`config.mk`:
```
export PLATFORM = sky130hd
export DESIGN_NAME = factor_round_ctrl
export DESIGN_NICKNAME = d
export VERILOG_FILES = /design/src/rtl/factor_round_ctrl.sv
export SDC_FILE = /design/constraint.sdc
export NUM_CORES = 1
export LEC_CHECK = 0
export CORE_ASPECT_RATIO = 1.5
export CORE_MARGIN = 3
export CORE_UTILIZATION = 40
export CTS_CLUSTER_SIZE = 14
export DETAILED_ROUTE_END_ITERATION = 6
export GPL_ROUTABILITY_DRIVEN = 1
export PLACE_DENSITY_LB_ADDON = 0.3
export SLEW_MARGIN = 20
export SYNTH_ARGS = -nofsm -noshare
export SYNTH_HDL_FRONTEND = slang
export SYNTH_SLANG_ARGS = --single-unit
export TNS_END_PERCENT = 20
```
`constraint.sdc`:
```
create_clock -name CLK -period 2.2 [get_ports CLK]
set_input_delay 0.22 -clock CLK [delete_from_list [all_inputs] [get_ports CLK]]
set_output_delay 0.22 -clock CLK [all_outputs]
set_load 0.01 [all_outputs]
```
`src/rtl/factor_round_ctrl.sv`:
```
// Round controller for the factorization game: loads a target, accepts prime factors, times the round.
// Latency: RUN_IN rise -> LOAD next cycle, PLAY the cycle after; answers update REMAIN/STATE/HIT one cycle later.
// Backpressure: none; ANS_VALID is a fire-and-forget pulse, ignored outside PLAY.
module factor_round_ctrl #(
  parameter int CLK_HZ     = 50_000_000,
  parameter int TIME_LIMIT = 9,
  parameter int HOLD_SEC   = 3
) (
  input  logic       CLK,
  input  logic       RST,
  input  logic       RUN_IN,
  input  logic [3:0] NUM,
  input  logic       ANS_VALID,
  input  logic [3:0] ANS,
  output logic [3:0] STATE,
  output logic [4:0] TARGET,
  output logic [4:0] REMAIN,
  output logic [3:0] SEC_LEFT,
  output logic       HIT
);

  localparam int PW = (CLK_HZ > 1) ? $clog2(CLK_HZ) : 1;

  typedef enum logic [3:0] {
    S_IDLE = 4'd0,
    S_LOAD = 4'd1,
    S_PLAY = 4'd2,
    S_WIN  = 4'd3,
    S_LOSE = 4'd4
  } state_t;

  state_t         state_q, state_nxt;
  logic [4:0]     target_q, target_nxt;
  logic [4:0]     remain_q, remain_nxt;
  logic [3:0]     sec_q, sec_nxt;
  logic           hit_q, hit_nxt;
  logic [3:0]     hold_q, hold_nxt;
  logic [PW-1:0]  presc_q;
  logic           presc_clr;
  logic           tick;
  logic           run_q;
  logic           run_rise;
  logic [5:0]     factor;
  logic           factor_ok;
  logic [4:0]     factor_q;

  // Target lookup indexed by NUM mod 10 (10..15 fold onto 0..5).
  function automatic logic [4:0] target_of(input logic [3:0] num);
    logic [4:0] t;
    t = 5'd4;
    case (num)
      4'd0, 4'd10: t = 5'd4;
      4'd1, 4'd11: t = 5'd6;
      4'd2, 4'd12: t = 5'd8;
      4'd3, 4'd13: t = 5'd9;
      4'd4, 4'd14: t = 5'd10;
      4'd5, 4'd15: t = 5'd12;
      4'd6:        t = 5'd14;
      4'd7:        t = 5'd15;
      4'd8:        t = 5'd16;
      4'd9:        t = 5'd18;
      default:     t = 5'd4;
    endcase
    return t;
  endfunction

  // Constant division by one of the allowed primes; returns {divides, quotient}.
  // REMAIN never exceeds 18, so each prime only needs its few multiples listed.
  function automatic logic [5:0] try_factor(input logic [4:0] rem, input logic [3:0] f);
    logic [5:0] r;
    r = 6'd0;
    case (f)
      4'd2: if (!rem[0]) r = {1'b1, 1'b0, rem[4:1]};
      4'd3: begin
        case (rem)
          5'd3:    r = {1'b1, 5'd1};
          5'd6:    r = {1'b1, 5'd2};
          5'd9:    r = {1'b1, 5'd3};
          5'd12:   r = {1'b1, 5'd4};
          5'd15:   r = {1'b1, 5'd5};
          5'd18:   r = {1'b1, 5'd6};
          default: r = 6'd0;
        endcase
      end
      4'd5: begin
        case (rem)
          5'd5:    r = {1'b1, 5'd1};
          5'd10:   r = {1'b1, 5'd2};
          5'd15:   r = {1'b1, 5'd3};
          default: r = 6'd0;
        endcase
      end
      4'd7: begin
        case (rem)
          5'd7:    r = {1'b1, 5'd1};
          5'd14:   r = {1'b1, 5'd2};
          default: r = 6'd0;
        endcase
      end
      default: r = 6'd0;
    endcase
    return r;
  endfunction

  assign factor    = try_factor(remain_q, ANS);
  assign factor_ok = factor[5];
  assign factor_q  = factor[4:0];

  assign tick     = (presc_q == PW'(CLK_HZ - 1));
  assign run_rise = RUN_IN & ~run_q;

  // Start-edge history; resets high so a level already present at release is not an edge.
  always_ff @(posedge CLK or negedge RST) begin
    if (!RST) run_q <= 1'b1;
    else      run_q <= RUN_IN;
  end

  // 1 Hz prescaler, restarted on round load and on entry to the result states.
  always_ff @(posedge CLK or negedge RST) begin
    if (!RST)                  presc_q <= '0;
    else if (presc_clr || tick) presc_q <= '0;
    else                       presc_q <= presc_q + 1'b1;
  end

  // State and datapath registers.
  always_ff @(posedge CLK or negedge RST) begin
    if (!RST) begin
      state_q  <= S_IDLE;
      target_q <= '0;
      remain_q <= '0;
      sec_q    <= '0;
      hit_q    <= 1'b0;
      hold_q   <= '0;
    end else begin
      state_q  <= state_nxt;
      target_q <= target_nxt;
      remain_q <= remain_nxt;
      sec_q    <= sec_nxt;
      hit_q    <= hit_nxt;
      hold_q   <= hold_nxt;
    end
  end

  // Next-state logic: the answer is resolved before the tick, and a round-ending answer swallows the tick.
  always_comb begin
    state_nxt  = state_q;
    target_nxt = target_q;
    remain_nxt = remain_q;
    sec_nxt    = sec_q;
    hit_nxt    = 1'b0;
    hold_nxt   = hold_q;
    presc_clr  = 1'b0;

    case (state_q)
      S_IDLE: begin
        if (run_rise) state_nxt = S_LOAD;
      end

      S_LOAD: begin
        target_nxt = target_of(NUM);
        remain_nxt = target_of(NUM);
        sec_nxt    = 4'(TIME_LIMIT);
        presc_clr  = 1'b1;
        state_nxt  = S_PLAY;
      end

      S_PLAY: begin
        hold_nxt = '0;
        if (ANS_VALID) begin
          if (factor_ok) begin
            remain_nxt = factor_q;
            hit_nxt    = 1'b1;
            if (factor_q == 5'd1) begin
              state_nxt = S_WIN;
            end else if (tick) begin
              sec_nxt = sec_q - 1'b1;
              if (sec_q == 4'd1) state_nxt = S_LOSE;
            end
          end else begin
            state_nxt = S_LOSE;
          end
        end else if (tick) begin
          sec_nxt = sec_q - 1'b1;
          if (sec_q == 4'd1) state_nxt = S_LOSE;
        end
        if (state_nxt != S_PLAY) presc_clr = 1'b1;
      end

      S_WIN, S_LOSE: begin
        if (tick) begin
          if (hold_q == 4'(HOLD_SEC - 1)) begin
            hold_nxt  = '0;
            state_nxt = S_IDLE;
          end else begin
            hold_nxt = hold_q + 1'b1;
          end
        end
      end

      default: state_nxt = S_IDLE;
    endcase
  end

  assign STATE    = state_q;
  assign TARGET   = target_q;
  assign REMAIN   = remain_q;
  assign SEC_LEFT = sec_q;
  assign HIT      = hit_q;

endmodule

```
==> impl_metrics.xml, run 1 <==
<?xml version="1.0" encoding="UTF-8"?>
<metrics>
  <group name="global_route">
    <metric name="global_route_wire_length_before_repair" unit="microns">13800</metric>
    <metric name="first_global_vias" unit="">3036</metric>
    <metric name="grt_usage" unit="%">19.1</metric>
    <metric name="grt_start_max_net_pins" unit="">30</metric>
    <metric name="grt_antenna_before_repair" unit="">0</metric>
    <metric name="grt_overflow_total" unit="">0</metric>
  </group>
  <group name="die">
    <metric name="placement_rows" unit="">38</metric>
    <metric name="floorplan_die_area" unit="sq um">8800</metric>
    <metric name="fp.coreArea" unit="sq um">7370</metric>
    <metric name="dieHeight" unit="microns">113</metric>
    <metric name="chip_width" unit="microns">77.6</metric>
    <metric name="design.portCount" unit="">31</metric>
    <metric name="start_util" unit="%">41.7</metric>
  </group>
  <group name="hold_path">
    <metric name="hold_path_class" unit="">input pin to flip-flop</metric>
    <metric name="hold_path_cell_cnt" unit="">1</metric>
  </group>
  <group name="yosys">
    <metric name="synthCells" unit="">332</metric>
    <metric name="sequential_area_share_after_synthesis" unit="%">40.7</metric>
    <metric name="edff_count_synth" unit="">0</metric>
    <metric name="synth_nets" unit="">349</metric>
    <metric name="yosys_register_bits" unit="">50</metric>
    <metric name="synth_async_sr_flop_share" unit="%">100</metric>
    <metric name="combined_area_of_all_synthesized_cells" unit="sq um">3080</metric>
    <metric name="synth_area_per_cell" unit="sq um">9.26</metric>
    <metric name="synth.lib_cells_used.distinct" unit="">61</metric>
    <metric name="main_synth_ff_type" unit="">sky130_fd_sc_hd__dfrtp_1</metric>
    <metric name="synth-warning-count" unit="">0</metric>
  </group>
  <group name="setup_path">
    <metric name="path_cells" unit="">nor4_2 -&gt; nand4_1 -&gt; or3_4 -&gt; or4b_4 -&gt; a31o_1 -&gt; a221o_1</metric>
    <metric name="category_of_the_critical_setup_timing_path" unit="">flip-flop to flip-flop</metric>
    <metric name="slowest_delay" unit="ns">0.50</metric>
    <metric name="timing.critical_path.fanout_max" unit="">2</metric>
    <metric name="setup.worst_path.end_class" unit="">flip-flop</metric>
    <metric name="critical-path-slowest-cell" unit="">sky130_fd_sc_hd__or4b_4</metric>
    <metric name="reg2regPathDepth" unit="">6</metric>
    <metric name="cp_top_family" unit="">simple AND/OR/NAND/NOR gates</metric>
    <metric name="critical_path.n_buffers_inverters" unit="">0</metric>
    <metric name="critical_path.startpoint_type" unit="">flip-flop</metric>
    <metric name="critical_path_required" unit="ns">2.39</metric>
    <metric name="worstPathArrival" unit="ns">2.51</metric>
    <metric name="crit_cells" unit="">6</metric>
  </group>
  <group name="layout">
    <metric name="drive_above_1_share" unit="%">29.0</metric>
    <metric name="antenna-diode-count" unit="">0</metric>
    <metric name="area_delta_synth_final" unit="%">41.4</metric>
    <metric name="post-route-util" unit="%">59.0</metric>
    <metric name="fillCellCount" unit="">650</metric>
    <metric name="fin_cells" unit="">534</metric>
    <metric name="num-nets-final" unit="">451</metric>
    <metric name="seq_area" unit="sq um">1260</metric>
    <metric name="area_used_by_multi_input_combinational_logic" unit="sq um">1840</metric>
  </group>
  <group name="power">
    <metric name="p_sw" unit="W">0.000816</metric>
    <metric name="p_int" unit="W">0.00191</metric>
    <metric name="seqPwrFrac" unit="%">41.0</metric>
    <metric name="switching_share" unit="%">30.0</metric>
    <metric name="power.static_leakage" unit="nW">1.89</metric>
    <metric name="vdd_drop_max" unit="V">0.000524</metric>
    <metric name="combPwrFrac" unit="%">34.7</metric>
    <metric name="clock_power_share" unit="%">24.3</metric>
    <metric name="pwr_density_cell" unit="nW/um^2">627</metric>
  </group>
  <group name="sta">
    <metric name="fin_hold_viols" unit="">0</metric>
    <metric name="layout_worst_path_cycle_share" unit="%">105</metric>
    <metric name="slew_violations" unit="">0</metric>
    <metric name="finalSetupViolCount" unit="">1</metric>
    <metric name="final.min_clock_period" unit="ns">2.31</metric>
    <metric name="rsz_0062_raised_after_global_routing" unit="">true</metric>
    <metric name="finClkSkew" unit="ns">0.00591</metric>
    <metric name="max_slew.worst_pin.slew" unit="ns">0.641</metric>
    <metric name="achievable-frequency" unit="MHz">432</metric>
    <metric name="timing.max_slew.rel_slack" unit="%">57.3</metric>
    <metric name="fin_ws" unit="ns">-0.115</metric>
  </group>
  <group name="drt">
    <metric name="wl_per_cell" unit="microns">15.4</metric>
    <metric name="detail_route.iter0.violations" unit="">138</metric>
    <metric name="drt_pass1_iterations" unit="">4</metric>
    <metric name="routed-via-count" unit="">2923</metric>
    <metric name="detail_route.wirelength" unit="microns">8240</metric>
    <metric name="drc_errors" unit="">0</metric>
    <metric name="ant_nets" unit="">0</metric>
    <metric name="via_per_inst" unit="">5.47</metric>
  </group>
  <group name="clock_network">
    <metric name="clock_tree.htree_level_count" unit="">2</metric>
    <metric name="cts_max_path_buffers" unit="">2</metric>
    <metric name="tritoncts" unit="">done</metric>
    <metric name="clock_latency_at_the_later_pin_of_the_worst_skew_pair" unit="ns">0.30</metric>
    <metric name="clock_sinks" unit="">50</metric>
    <metric name="cts_root_buffer" unit="">sky130_fd_sc_hd__clkbuf_8</metric>
    <metric name="tritoncts_buffers" unit="">5</metric>
    <metric name="clk_transition_reported_paths" unit="ns">0.09</metric>
  </group>
  <group name="outcome">
    <metric name="violations_in_the_final_reports" unit="">setup timing</metric>
    <metric name="run_status" unit="">finished, violations left</metric>
  </group>
  <group name="place">
    <metric name="detailed_place_hpwl" unit="microns">5710</metric>
    <metric name="placedCellCount" unit="">515</metric>
    <metric name="dp_worst_setup_slack" unit="ns">-0.297</metric>
    <metric name="place.gp.congestion" unit="">0.791</metric>
    <metric name="numPortBuffers" unit="">30</metric>
  </group>
  <group name="flow_run">
    <metric name="drv_cap" unit="">0</metric>
  </group>
</metrics>
[power groups by stage]
stage | Clock, W | Sequential [W] | Combinational, W
6_report | 0.000662 | 0.00112 | 0.000946
3_5_place_dp | 0 | 0.00116 | 0.000775
3_3_place_gp | 0 | 0.00115 | 0.000762
5_1_grt | 0.000709 | 0.00113 | 0.00103
4_1_cts | 0.000672 | 0.00112 | 0.000886
2_1_floorplan | 0 | 0.00115 | 0.000392
[what timing repair did]
item	CTS	global route
pin swaps	3	10
gates cloned	0	2
setup endpoints to repair	38	21
buffers inserted	7	2
hold endpoints to repair	25	0
hold buffers	1	0
resized for setup	10	19
[synthesized netlist by cell type, types with 2 or more instances]
cell,number,area [sq um]
sky130_fd_sc_hd__and3_1,3,18.8
sky130_fd_sc_hd__dfrtp_1,49,1230
sky130_fd_sc_hd__a31oi_1,3,18.8
sky130_fd_sc_hd__o31ai_1,3,22.5
sky130_fd_sc_hd__and4b_1,2,20.0
sky130_fd_sc_hd__and4_1,3,26.3
sky130_fd_sc_hd__nor3b_1,4,30.0
sky130_fd_sc_hd__a21o_1,4,30.0
sky130_fd_sc_hd__buf_2,8,40.0
sky130_fd_sc_hd__xnor2_1,23,201
sky130_fd_sc_hd__o21a_1,2,15.0
sky130_fd_sc_hd__clkbuf_1,8,30.0
sky130_fd_sc_hd__a21oi_1,26,130
sky130_fd_sc_hd__o21ai_0,11,55.1
sky130_fd_sc_hd__nand4bb_1,2,22.5
sky130_fd_sc_hd__o2111ai_1,2,17.5
sky130_fd_sc_hd__xor2_1,7,61.3
sky130_fd_sc_hd__nor4b_1,2,17.5
sky130_fd_sc_hd__and2_1,5,31.3
sky130_fd_sc_hd__nor4_1,4,25.0
sky130_fd_sc_hd__a211oi_1,9,67.6
sky130_fd_sc_hd__ha_1,5,62.6
sky130_fd_sc_hd__nor3_1,7,35.0
sky130_fd_sc_hd__o41ai_1,2,17.5
sky130_fd_sc_hd__nand3_1,12,60.1
sky130_fd_sc_hd__nor4bb_1,4,40.0
sky130_fd_sc_hd__nand3b_1,5,37.5
sky130_fd_sc_hd__o211ai_1,2,15.0
sky130_fd_sc_hd__mux2i_1,6,60.1
sky130_fd_sc_hd__nand2b_1,6,37.5
sky130_fd_sc_hd__nand4_1,10,62.6
sky130_fd_sc_hd__nor2_1,17,63.8
sky130_fd_sc_hd__nand2_1,41,154
sky130_fd_sc_hd__inv_1,5,18.8
sky130_fd_sc_hd__mux2_2,4,45.0
[through the flow]
stage	TNS, ns	hold WS, ns	area (sq um)	total power [W]
final	-0.115	0.351	4350	0.00272
after floorplan	-0.0323	-0.0756	3090	0.00154
after global placement	-5.31	0.288	3960	0.00192
after global routing	-0.429	0.367	4350	0.00287
after detailed placement	-5.74	0.280	3960	0.00193
after CTS	-0.145	0.355	4190	0.00267
[cells by family (layout without fill, tap and decap cells)]
| logic type | count (synthesis) | in the layout | share of synthesized area, % |
|---|---|---|---|
| other | 1 | 1 | 0.122 |
| DFF | 50 | 50 | 40.7 |
| muxes | 10 | 10 | 3.42 |
| adders and majority gates | 5 | 5 | 2.03 |
| buffers and inverters | 24 | 126 | 3.91 |
| xor gates and xnor gates | 30 | 30 | 8.54 |
| AOI/OAI and AO/OA | 75 | 75 | 16.0 |
| and+or+nand+nor | 137 | 137 | 25.3 |
[per-layer routing]
metal / share of wire [%] / global-route usage [%] / wire length [microns] / vias to the layer above
li1: - / - / - / 1416
met1: 40 / 21.5 / 3290 / 1425
met2: 55 / 35.3 / 4500 / 64
met3: 3.0 / 2.92 / 243 / 18
met4: 2.5 / 7.84 / 206 / 0
met5: 0 / 0 / 0 / -
[cells in the final DEF, fill, tap and decap left out, types with 4 or more instances in the layout]
cell	n
sky130_fd_sc_hd__dfrtp_1	46
sky130_fd_sc_hd__xnor2_1	22
sky130_fd_sc_hd__a211oi_1	8
sky130_fd_sc_hd__a21oi_1	25
sky130_fd_sc_hd__nand2b_1	6
sky130_fd_sc_hd__nor3_1	7
sky130_fd_sc_hd__nor2_1	17
sky130_fd_sc_hd__and2_1	5
sky130_fd_sc_hd__nand3b_1	5
sky130_fd_sc_hd__mux2_2	4
sky130_fd_sc_hd__inv_1	5
sky130_fd_sc_hd__buf_4	75
sky130_fd_sc_hd__nand2_1	41
sky130_fd_sc_hd__clkbuf_8	6
sky130_fd_sc_hd__a21o_1	4
sky130_fd_sc_hd__clkdlybuf4s50_1	29
sky130_fd_sc_hd__ha_1	4
sky130_fd_sc_hd__mux2i_1	6
sky130_fd_sc_hd__xor2_1	7
sky130_fd_sc_hd__nand4_1	10
sky130_fd_sc_hd__nand3_1	12
sky130_fd_sc_hd__o21ai_0	8
[cell type report]
type                    instances  share of cell area [%]
clock inverters                 1                   0.691
flip-flops and latches         50                    28.9
clock buffers                   6                    1.90
well taps                     100                    2.88
repair buffers                114                    22.8
multi-input cells             258                    42.4
inverters                       5                   0.432
[state kept, by name (all words and copies together) (netlist names)]
register and count:
presc_q 26, REMAIN 5, TARGET 5, SEC_LEFT 4, STATE 4, hold_q 4
HIT 1, run_q 1
[worst paths after layout]
kind | start | endpoint | slack, ns
min in group asynchronous | RST | HIT | 0.49
hold / removal | RUN_IN | run_q | 0.35
setup reg to reg | presc_q[10] | STATE[1] | -0.11
setup / recovery | presc_q[10] | STATE[1] | -0.11
hold reg to reg | TARGET[2] | TARGET[2] | 0.49
max in group asynchronous | RST | presc_q[19] | 1.09
Power figures use the tool's default switching activity.
==> run 2, diff against run 1 <==
--- a/config.mk
+++ b/config.mk
@@ -7,7 +7,7 @@
 export LEC_CHECK = 0
 export CORE_ASPECT_RATIO = 1.5
 export CORE_MARGIN = 3
-export CORE_UTILIZATION = 40
+export CORE_UTILIZATION = 50
 export CTS_CLUSTER_SIZE = 14
 export DETAILED_ROUTE_END_ITERATION = 6
 export GPL_ROUTABILITY_DRIVEN = 1
==> impl_metrics.xml, run 2 (synthesized netlist as in run 1, its figures left out) <==
<?xml version="1.0" encoding="UTF-8"?>
<metrics>
  <group name="place">
    <metric name="detailed_place_hpwl" unit="microns">5550</metric>
    <metric name="numPortBuffers" unit="">30</metric>
    <metric name="place.gp.congestion" unit="">0.876</metric>
  </group>
  <group name="setup_path">
    <metric name="timing.critical_path.fanout_max" unit="">2</metric>
    <metric name="worstReg2RegStart" unit="">presc_q[8]</metric>
    <metric name="reg2regPathDepth" unit="">6</metric>
    <metric name="worstPathArrival" unit="ns">2.52</metric>
    <metric name="category_of_the_critical_setup_timing_path" unit="">flip-flop to flip-flop</metric>
    <metric name="setup.reg_to_reg.worst_slack" unit="ns">-0.13</metric>
    <metric name="r2r-end" unit="">STATE[1]</metric>
    <metric name="critPathLaunch" unit="">presc_q[8]</metric>
    <metric name="critical_path_required" unit="ns">2.39</metric>
    <metric name="critical_path.startpoint_type" unit="">flip-flop</metric>
    <metric name="setup.worst_path.end_class" unit="">flip-flop</metric>
  </group>
  <group name="layout">
    <metric name="antenna-diode-count" unit="">0</metric>
    <metric name="seq_area" unit="sq um">1260</metric>
    <metric name="area_used_by_multi_input_combinational_logic" unit="sq um">1740</metric>
    <metric name="commonest_cells_after_routing_fill_and_taps_aside" unit="">sky130_fd_sc_hd__buf_4, sky130_fd_sc_hd__dfrtp_1, sky130_fd_sc_hd__nand2_1, sky130_fd_sc_hd__clkdlybuf4s50_1, sky130_fd_sc_hd__a21oi_1</metric>
    <metric name="drive_above_1_share" unit="%">23.9</metric>
    <metric name="num-nets-final" unit="">435</metric>
    <metric name="fillCellCount" unit="">468</metric>
    <metric name="largest_reg_flops" unit="">26</metric>
    <metric name="layout_commonest_cell" unit="">sky130_fd_sc_hd__buf_4</metric>
    <metric name="post-route-util" unit="%">68.7</metric>
    <metric name="largest_register_by_flop_count" unit="">presc_q</metric>
    <metric name="area_delta_synth_final" unit="%">31.2</metric>
  </group>
  <group name="drt">
    <metric name="via_per_inst" unit="">5.69</metric>
    <metric name="detail_route.wirelength" unit="microns">7530</metric>
    <metric name="ant_nets" unit="">0</metric>
    <metric name="drt_pass1_iterations" unit="">4</metric>
    <metric name="routed-via-count" unit="">2793</metric>
    <metric name="wl_per_cell" unit="microns">15.3</metric>
    <metric name="detail_route.iter0.violations" unit="">122</metric>
    <metric name="drc_errors" unit="">0</metric>
  </group>
  <group name="clock_network">
    <metric name="tritoncts" unit="">done</metric>
    <metric name="clock_sinks" unit="">50</metric>
    <metric name="clock_tree.htree_level_count" unit="">2</metric>
    <metric name="tritoncts_buffers" unit="">5</metric>
    <metric name="cts_max_path_buffers" unit="">2</metric>
    <metric name="cts_root_buffer" unit="">sky130_fd_sc_hd__clkbuf_8</metric>
    <metric name="clock_latency_at_the_later_pin_of_the_worst_skew_pair" unit="ns">0.30</metric>
    <metric name="clk_transition_reported_paths" unit="ns">0.09</metric>
  </group>
  <group name="sta">
    <metric name="achievable-frequency" unit="MHz">429</metric>
    <metric name="fin_tns_setup" unit="ns">-0.217</metric>
    <metric name="rsz_0062_raised_after_global_routing" unit="">true</metric>
    <metric name="finalHoldWorstSlack" unit="ns">0.0235</metric>
    <metric name="fin_ws" unit="ns">-0.129</metric>
    <metric name="finalSetupViolCount" unit="">8</metric>
    <metric name="final.min_clock_period" unit="ns">2.33</metric>
    <metric name="fin_hold_viols" unit="">0</metric>
    <metric name="finClkSkew" unit="ns">0.0110</metric>
    <metric name="layout_worst_path_cycle_share" unit="%">106</metric>
    <metric name="timing.max_slew.rel_slack" unit="%">57.8</metric>
    <metric name="max_slew.worst_pin.slew" unit="ns">0.633</metric>
    <metric name="slew_violations" unit="">0</metric>
  </group>
  <group name="global_route">
    <metric name="grt_usage" unit="%">22.1</metric>
    <metric name="first_global_vias" unit="">2931</metric>
    <metric name="global_route_wire_length_before_repair" unit="microns">12800</metric>
    <metric name="grt_overflow_total" unit="">0</metric>
    <metric name="grt_start_max_net_pins" unit="">51</metric>
    <metric name="grt_antenna_before_repair" unit="">0</metric>
  </group>
  <group name="die">
    <metric name="dieHeight" unit="microns">102</metric>
    <metric name="chip_width" unit="microns">70.0</metric>
    <metric name="start_util" unit="%">52.4</metric>
    <metric name="placement_rows" unit="">34</metric>
    <metric name="fp.coreArea" unit="sq um">5870</metric>
    <metric name="design.portCount" unit="">31</metric>
    <metric name="floorplan_die_area" unit="sq um">7150</metric>
  </group>
  <group name="power">
    <metric name="p_int" unit="W">0.00179</metric>
    <metric name="pwr_density_cell" unit="nW/um^2">632</metric>
    <metric name="vdd_drop_max" unit="V">0.000423</metric>
    <metric name="p_sw" unit="W">0.000758</metric>
    <metric name="switching_share" unit="%">29.7</metric>
    <metric name="combPwrFrac" unit="%">30.7</metric>
    <metric name="seqPwrFrac" unit="%">44.4</metric>
    <metric name="power.static_leakage" unit="nW">1.76</metric>
    <metric name="clock_power_share" unit="%">24.8</metric>
  </group>
  <group name="flow_run">
    <metric name="drv_cap" unit="">0</metric>
  </group>
  <group name="outcome">
    <metric name="violations_in_the_final_reports" unit="">setup timing</metric>
    <metric name="run_status" unit="">finished, violations left</metric>
  </group>
  <group name="hold_path">
    <metric name="hold_path_class" unit="">input pin to asynchronous set/reset pin</metric>
  </group>
</metrics>
[run 2: changes by cell type in the layout (fill, tap and decap cells not counted), sizes merged]
| cell | before | now |
|---|---|---|
| clkbuf | 8 | 7 |
| buf | 82 | 69 |
| dlygate4sd3 | 1 | 0 |
[run 2: through the flow]
step | instance area [sq um] | power (W) | cells | setup slack, ns
2_1_floorplan | 3090 | 0.00154 | 332 | -0.0310
3_3_place_gp | 3870 | 0.00191 | 480 | -0.212
3_5_place_dp | 3870 | 0.00193 | 480 | -0.324
4_1_cts | 4000 | 0.00256 | 489 | -0.0934
5_1_grt | 4030 | 0.00269 | 491 | -0.263
6_report | 4030 | 0.00255 | 491 | -0.129
[run 2: per-layer routing]
metal / vias to the layer above / part of all wire [%] / track usage, %
met5: - / 0 / 0
met4: 0 / 2.7 / 9.59
met3: 20 / 2.9 / 3.35
met1: 1336 / 38 / 23.7
met2: 58 / 56 / 42.7
li1: 1379 / - / -
[run 2: critical path, cell delays in order (launching register included)]
cell	delay (ns)
sky130_fd_sc_hd__dfrtp_1	0.41
sky130_fd_sc_hd__nor4bb_2	0.29
sky130_fd_sc_hd__nand4_1	0.16
sky130_fd_sc_hd__or3_4	0.36
sky130_fd_sc_hd__or4b_4	0.50
sky130_fd_sc_hd__a31o_1	0.22
sky130_fd_sc_hd__a221o_1	0.29
[run 2: worst max path at each step]
| stage | to | slack, ns | depth (start not counted) |
|---|---|---|---|
| 6_report | STATE[1] | -0.13 | 6 |
| 5_1_grt | STATE[1] | -0.26 | 6 |
| 4_1_cts | STATE[1] | -0.09 | 6 |
| 3_5_place_dp | SEC_LEFT[0] | -0.32 | 9 |
| 3_3_place_gp | STATE[1] | -0.21 | 8 |
| 2_1_floorplan | STATE[1] | -0.03 | 6 |
[run 2: power groups by stage]
| stage | Clock [W] | Combinational, W | Sequential, W |
|---|---|---|---|
| detailed placement | 0 | 0.000778 | 0.00115 |
| global placement | 0 | 0.000766 | 0.00114 |
| floorplan | 0 | 0.000392 | 0.00115 |
| global route | 0.000679 | 0.000862 | 0.00115 |
| CTS | 0.000644 | 0.000788 | 0.00113 |
| finish | 0.000633 | 0.000784 | 0.00113 |
[run 2: layout make-up]
class                      count  share of cell area, %
multi-input combinational    258                   43.2
sequential                    50                   31.1
timing repair buffer          98                   20.3
tap                           72                   2.23
clock buffer                   7                   1.89
clock inverter                 1                  0.744
inverter                       5                  0.465
[run 2: repair_timing]
action	CTS	global route
pin swaps	3	1
hold buffers	0	0
endpoints found under the setup margin	36	41
setup buffers	1	2
resized for setup	5	6
==> run 3, diff against run 2 <==
--- a/config.mk
+++ b/config.mk
@@ -12,6 +12,7 @@
 export DETAILED_ROUTE_END_ITERATION = 6
 export GPL_ROUTABILITY_DRIVEN = 1
 export PLACE_DENSITY_LB_ADDON = 0.3
+export SETUP_SLACK_MARGIN = 0.1
 export SLEW_MARGIN = 20
 export SYNTH_ARGS = -nofsm -noshare
 export SYNTH_HDL_FRONTEND = slang
==> impl_metrics.xml, run 3 (synthesized netlist as in run 1, its figures left out) <==
<?xml version="1.0" encoding="UTF-8"?>
<metrics>
  <group name="layout">
    <metric name="largest_reg_flops" unit="">26</metric>
    <metric name="commonest_cells_after_routing_fill_and_taps_aside" unit="">sky130_fd_sc_hd__buf_4, sky130_fd_sc_hd__dfrtp_1, sky130_fd_sc_hd__clkdlybuf4s50_1, sky130_fd_sc_hd__xnor2_1, sky130_fd_sc_hd__nand2_1</metric>
    <metric name="largest_register_by_flop_count" unit="">presc_q</metric>
    <metric name="fillCellCount" unit="">401</metric>
    <metric name="area_delta_synth_final" unit="%">44.4</metric>
    <metric name="num-nets-final" unit="">448</metric>
    <metric name="layout_commonest_cell" unit="">sky130_fd_sc_hd__buf_4</metric>
    <metric name="final_design_area_no_fill" unit="sq um">4440</metric>
    <metric name="antenna-diode-count" unit="">0</metric>
    <metric name="area_used_by_multi_input_combinational_logic" unit="sq um">2040</metric>
    <metric name="post-route-util" unit="%">75.7</metric>
    <metric name="seq_area" unit="sq um">1260</metric>
    <metric name="drive_above_1_share" unit="%">37.7</metric>
  </group>
  <group name="setup_path">
    <metric name="critical_path.n_buffers_inverters" unit="">0</metric>
    <metric name="path_cells" unit="">nor4bb_1 -&gt; nand4_1 -&gt; or3_4 -&gt; or4b_4 -&gt; a31o_1 -&gt; a221o_1</metric>
    <metric name="slowest_delay" unit="ns">0.50</metric>
    <metric name="timing.critical_path.fanout_max" unit="">3</metric>
    <metric name="reg2regPathDepth" unit="">6</metric>
    <metric name="critical_path.startpoint_type" unit="">flip-flop</metric>
    <metric name="critical-path-slowest-cell" unit="">sky130_fd_sc_hd__or4b_4</metric>
    <metric name="setup.worst_path.end_class" unit="">flip-flop</metric>
    <metric name="critical_path_required" unit="ns">2.40</metric>
    <metric name="cp_top_family" unit="">simple AND/OR/NAND/NOR gates</metric>
    <metric name="setup.reg_to_reg.worst_slack" unit="ns">-0.19</metric>
    <metric name="worstPathArrival" unit="ns">2.59</metric>
    <metric name="category_of_the_critical_setup_timing_path" unit="">flip-flop to flip-flop</metric>
    <metric name="worstReg2RegStart" unit="">presc_q[24]</metric>
    <metric name="r2r-end" unit="">STATE[1]</metric>
  </group>
  <group name="place">
    <metric name="detailed_place_hpwl" unit="microns">5830</metric>
    <metric name="place.gp.congestion" unit="">0.932</metric>
    <metric name="place_area" unit="sq um">3930</metric>
    <metric name="dp_worst_setup_slack" unit="ns">-0.205</metric>
    <metric name="numPortBuffers" unit="">30</metric>
  </group>
  <group name="clock_network">
    <metric name="clock_latency_at_the_later_pin_of_the_worst_skew_pair" unit="ns">0.31</metric>
    <metric name="tritoncts_buffers" unit="">5</metric>
    <metric name="cts_root_buffer" unit="">sky130_fd_sc_hd__clkbuf_8</metric>
    <metric name="clock_sinks" unit="">50</metric>
    <metric name="clk_transition_reported_paths" unit="ns">0.10</metric>
    <metric name="tritoncts" unit="">done</metric>
    <metric name="clock_tree.htree_level_count" unit="">2</metric>
    <metric name="cts_max_path_buffers" unit="">2</metric>
  </group>
  <group name="sta">
    <metric name="timing.max_slew.rel_slack" unit="%">58.9</metric>
    <metric name="finClkSkew" unit="ns">0.00700</metric>
    <metric name="slew_violations" unit="">0</metric>
    <metric name="fin_ws" unit="ns">-0.191</metric>
    <metric name="layout_worst_path_cycle_share" unit="%">109</metric>
    <metric name="fin_tns_setup" unit="ns">-0.589</metric>
    <metric name="finalHoldWorstSlack" unit="ns">0.359</metric>
    <metric name="final.min_clock_period" unit="ns">2.39</metric>
    <metric name="fin_hold_viols" unit="">0</metric>
    <metric name="max_slew.worst_pin.slew" unit="ns">0.615</metric>
    <metric name="rsz_0062_raised_after_global_routing" unit="">true</metric>
    <metric name="finalSetupViolCount" unit="">24</metric>
    <metric name="achievable-frequency" unit="MHz">418</metric>
  </group>
  <group name="power">
    <metric name="pwr_density_cell" unit="nW/um^2">603</metric>
    <metric name="clock_power_share" unit="%">21.4</metric>
    <metric name="p_int" unit="W">0.00179</metric>
    <metric name="switching_share" unit="%">33.1</metric>
    <metric name="seqPwrFrac" unit="%">42.0</metric>
    <metric name="p_sw" unit="W">0.000886</metric>
    <metric name="power.static_leakage" unit="nW">1.92</metric>
    <metric name="vdd_drop_max" unit="V">0.000451</metric>
    <metric name="combPwrFrac" unit="%">36.6</metric>
  </group>
  <group name="hold_path">
    <metric name="hold_path_class" unit="">input pin to asynchronous set/reset pin</metric>
  </group>
  <group name="global_route">
    <metric name="gr-usage-met2" unit="%">49.3</metric>
    <metric name="grt_usage" unit="%">24.9</metric>
    <metric name="groute.layer.met1.usage" unit="%">26.2</metric>
    <metric name="grt_antenna_before_repair" unit="">0</metric>
    <metric name="first_global_vias" unit="">3021</metric>
    <metric name="grt_overflow_total" unit="">0</metric>
    <metric name="globalRouteMet3Util" unit="%">3.15</metric>
    <metric name="gr-max-usage-layer" unit="">met2</metric>
    <metric name="global_route_wire_length_before_repair" unit="microns">14200</metric>
    <metric name="grt_start_max_net_pins" unit="">30</metric>
  </group>
  <group name="die">
    <metric name="fp.coreArea" unit="sq um">5870</metric>
    <metric name="start_util" unit="%">52.4</metric>
    <metric name="dieHeight" unit="microns">102</metric>
    <metric name="placement_rows" unit="">34</metric>
    <metric name="chip_width" unit="microns">70.0</metric>
    <metric name="design.portCount" unit="">31</metric>
    <metric name="floorplan_die_area" unit="sq um">7150</metric>
  </group>
  <group name="drt">
    <metric name="detail_route.iter0.violations" unit="">150</metric>
    <metric name="ant_nets" unit="">0</metric>
    <metric name="drc_errors" unit="">0</metric>
    <metric name="wl_per_cell" unit="microns">17.5</metric>
    <metric name="routed-via-count" unit="">2975</metric>
    <metric name="drt_pass1_iterations" unit="">4</metric>
    <metric name="detail_route.wirelength" unit="microns">8800</metric>
    <metric name="via_per_inst" unit="">5.90</metric>
  </group>
  <group name="outcome">
    <metric name="violations_in_the_final_reports" unit="">setup timing</metric>
    <metric name="run_status" unit="">finished, violations left</metric>
  </group>
  <group name="flow_run">
    <metric name="drv_cap" unit="">0</metric>
  </group>
</metrics>
run 3: cell types whose count changed in the layout (fill, tap and decap cells not counted), sizes merged:
cell / change
buf: +12
bufinv: -1
clkbuf: -1
clkinv: +1
clkinvlp: +1
dlygate4sd3: +1
run 3: power by group through the flow:
stage | registers (W) | clock network (W) | logic (W)
floorplan | 0.00115 | 0 | 0.000398
detailed placement | 0.00115 | 0 | 0.000793
global placement | 0.00114 | 0 | 0.000775
global route | 0.00114 | 0.000620 | 0.00105
finish | 0.00112 | 0.000574 | 0.000979
CTS | 0.00112 | 0.000581 | 0.000927
run 3: cell type report:
type                       instances  share of cell area, %
clock inverter                     2                  0.282
timing repair buffer             111                   21.2
multi-input combinational        258                   46.0
clock buffer                       6                   1.86
tap                               72                   2.03
sequential                        50                   28.3
inverter                           5                  0.423
run 3: metrics by stage:
stage | total power, W | cells
after floorplan | 0.00155 | 332
after global placement | 0.00192 | 487
after detailed placement | 0.00194 | 487
after CTS | 0.00263 | 503
after global routing | 0.00280 | 504
final | 0.00268 | 504
run 3: layer usage:
layer | share of wire, % | routed length, microns
met2 | 57 | 4980
met5 | 0 | 0
met3 | 3.6 | 315
met1 | 36 | 3170
met4 | 3.8 | 334
run 3: timing repair:
action	in CTS	in global routing
gates resized for setup	76	13
hold buffers	1	0
pin swaps	17	12
setup endpoints to repair	37	42
buffers inserted	7	3
gates cloned	0	1
hold endpoints to repair	13	0
run 3: how the worst max path moves through the flow:
stage                           start          to  slack, ns  cells after the start
final                     presc_q[24]    STATE[1]      -0.19                      6
after global routing      presc_q[24]    STATE[1]      -0.26                      6
after CTS                 presc_q[10]    STATE[1]       -0.1                      6
after detailed placement       ANS[1]  presc_q[0]      -0.21                      9
after global placement         ANS[1]  presc_q[0]      -0.15                      9
after floorplan           presc_q[18]    STATE[1]      -0.03                      6
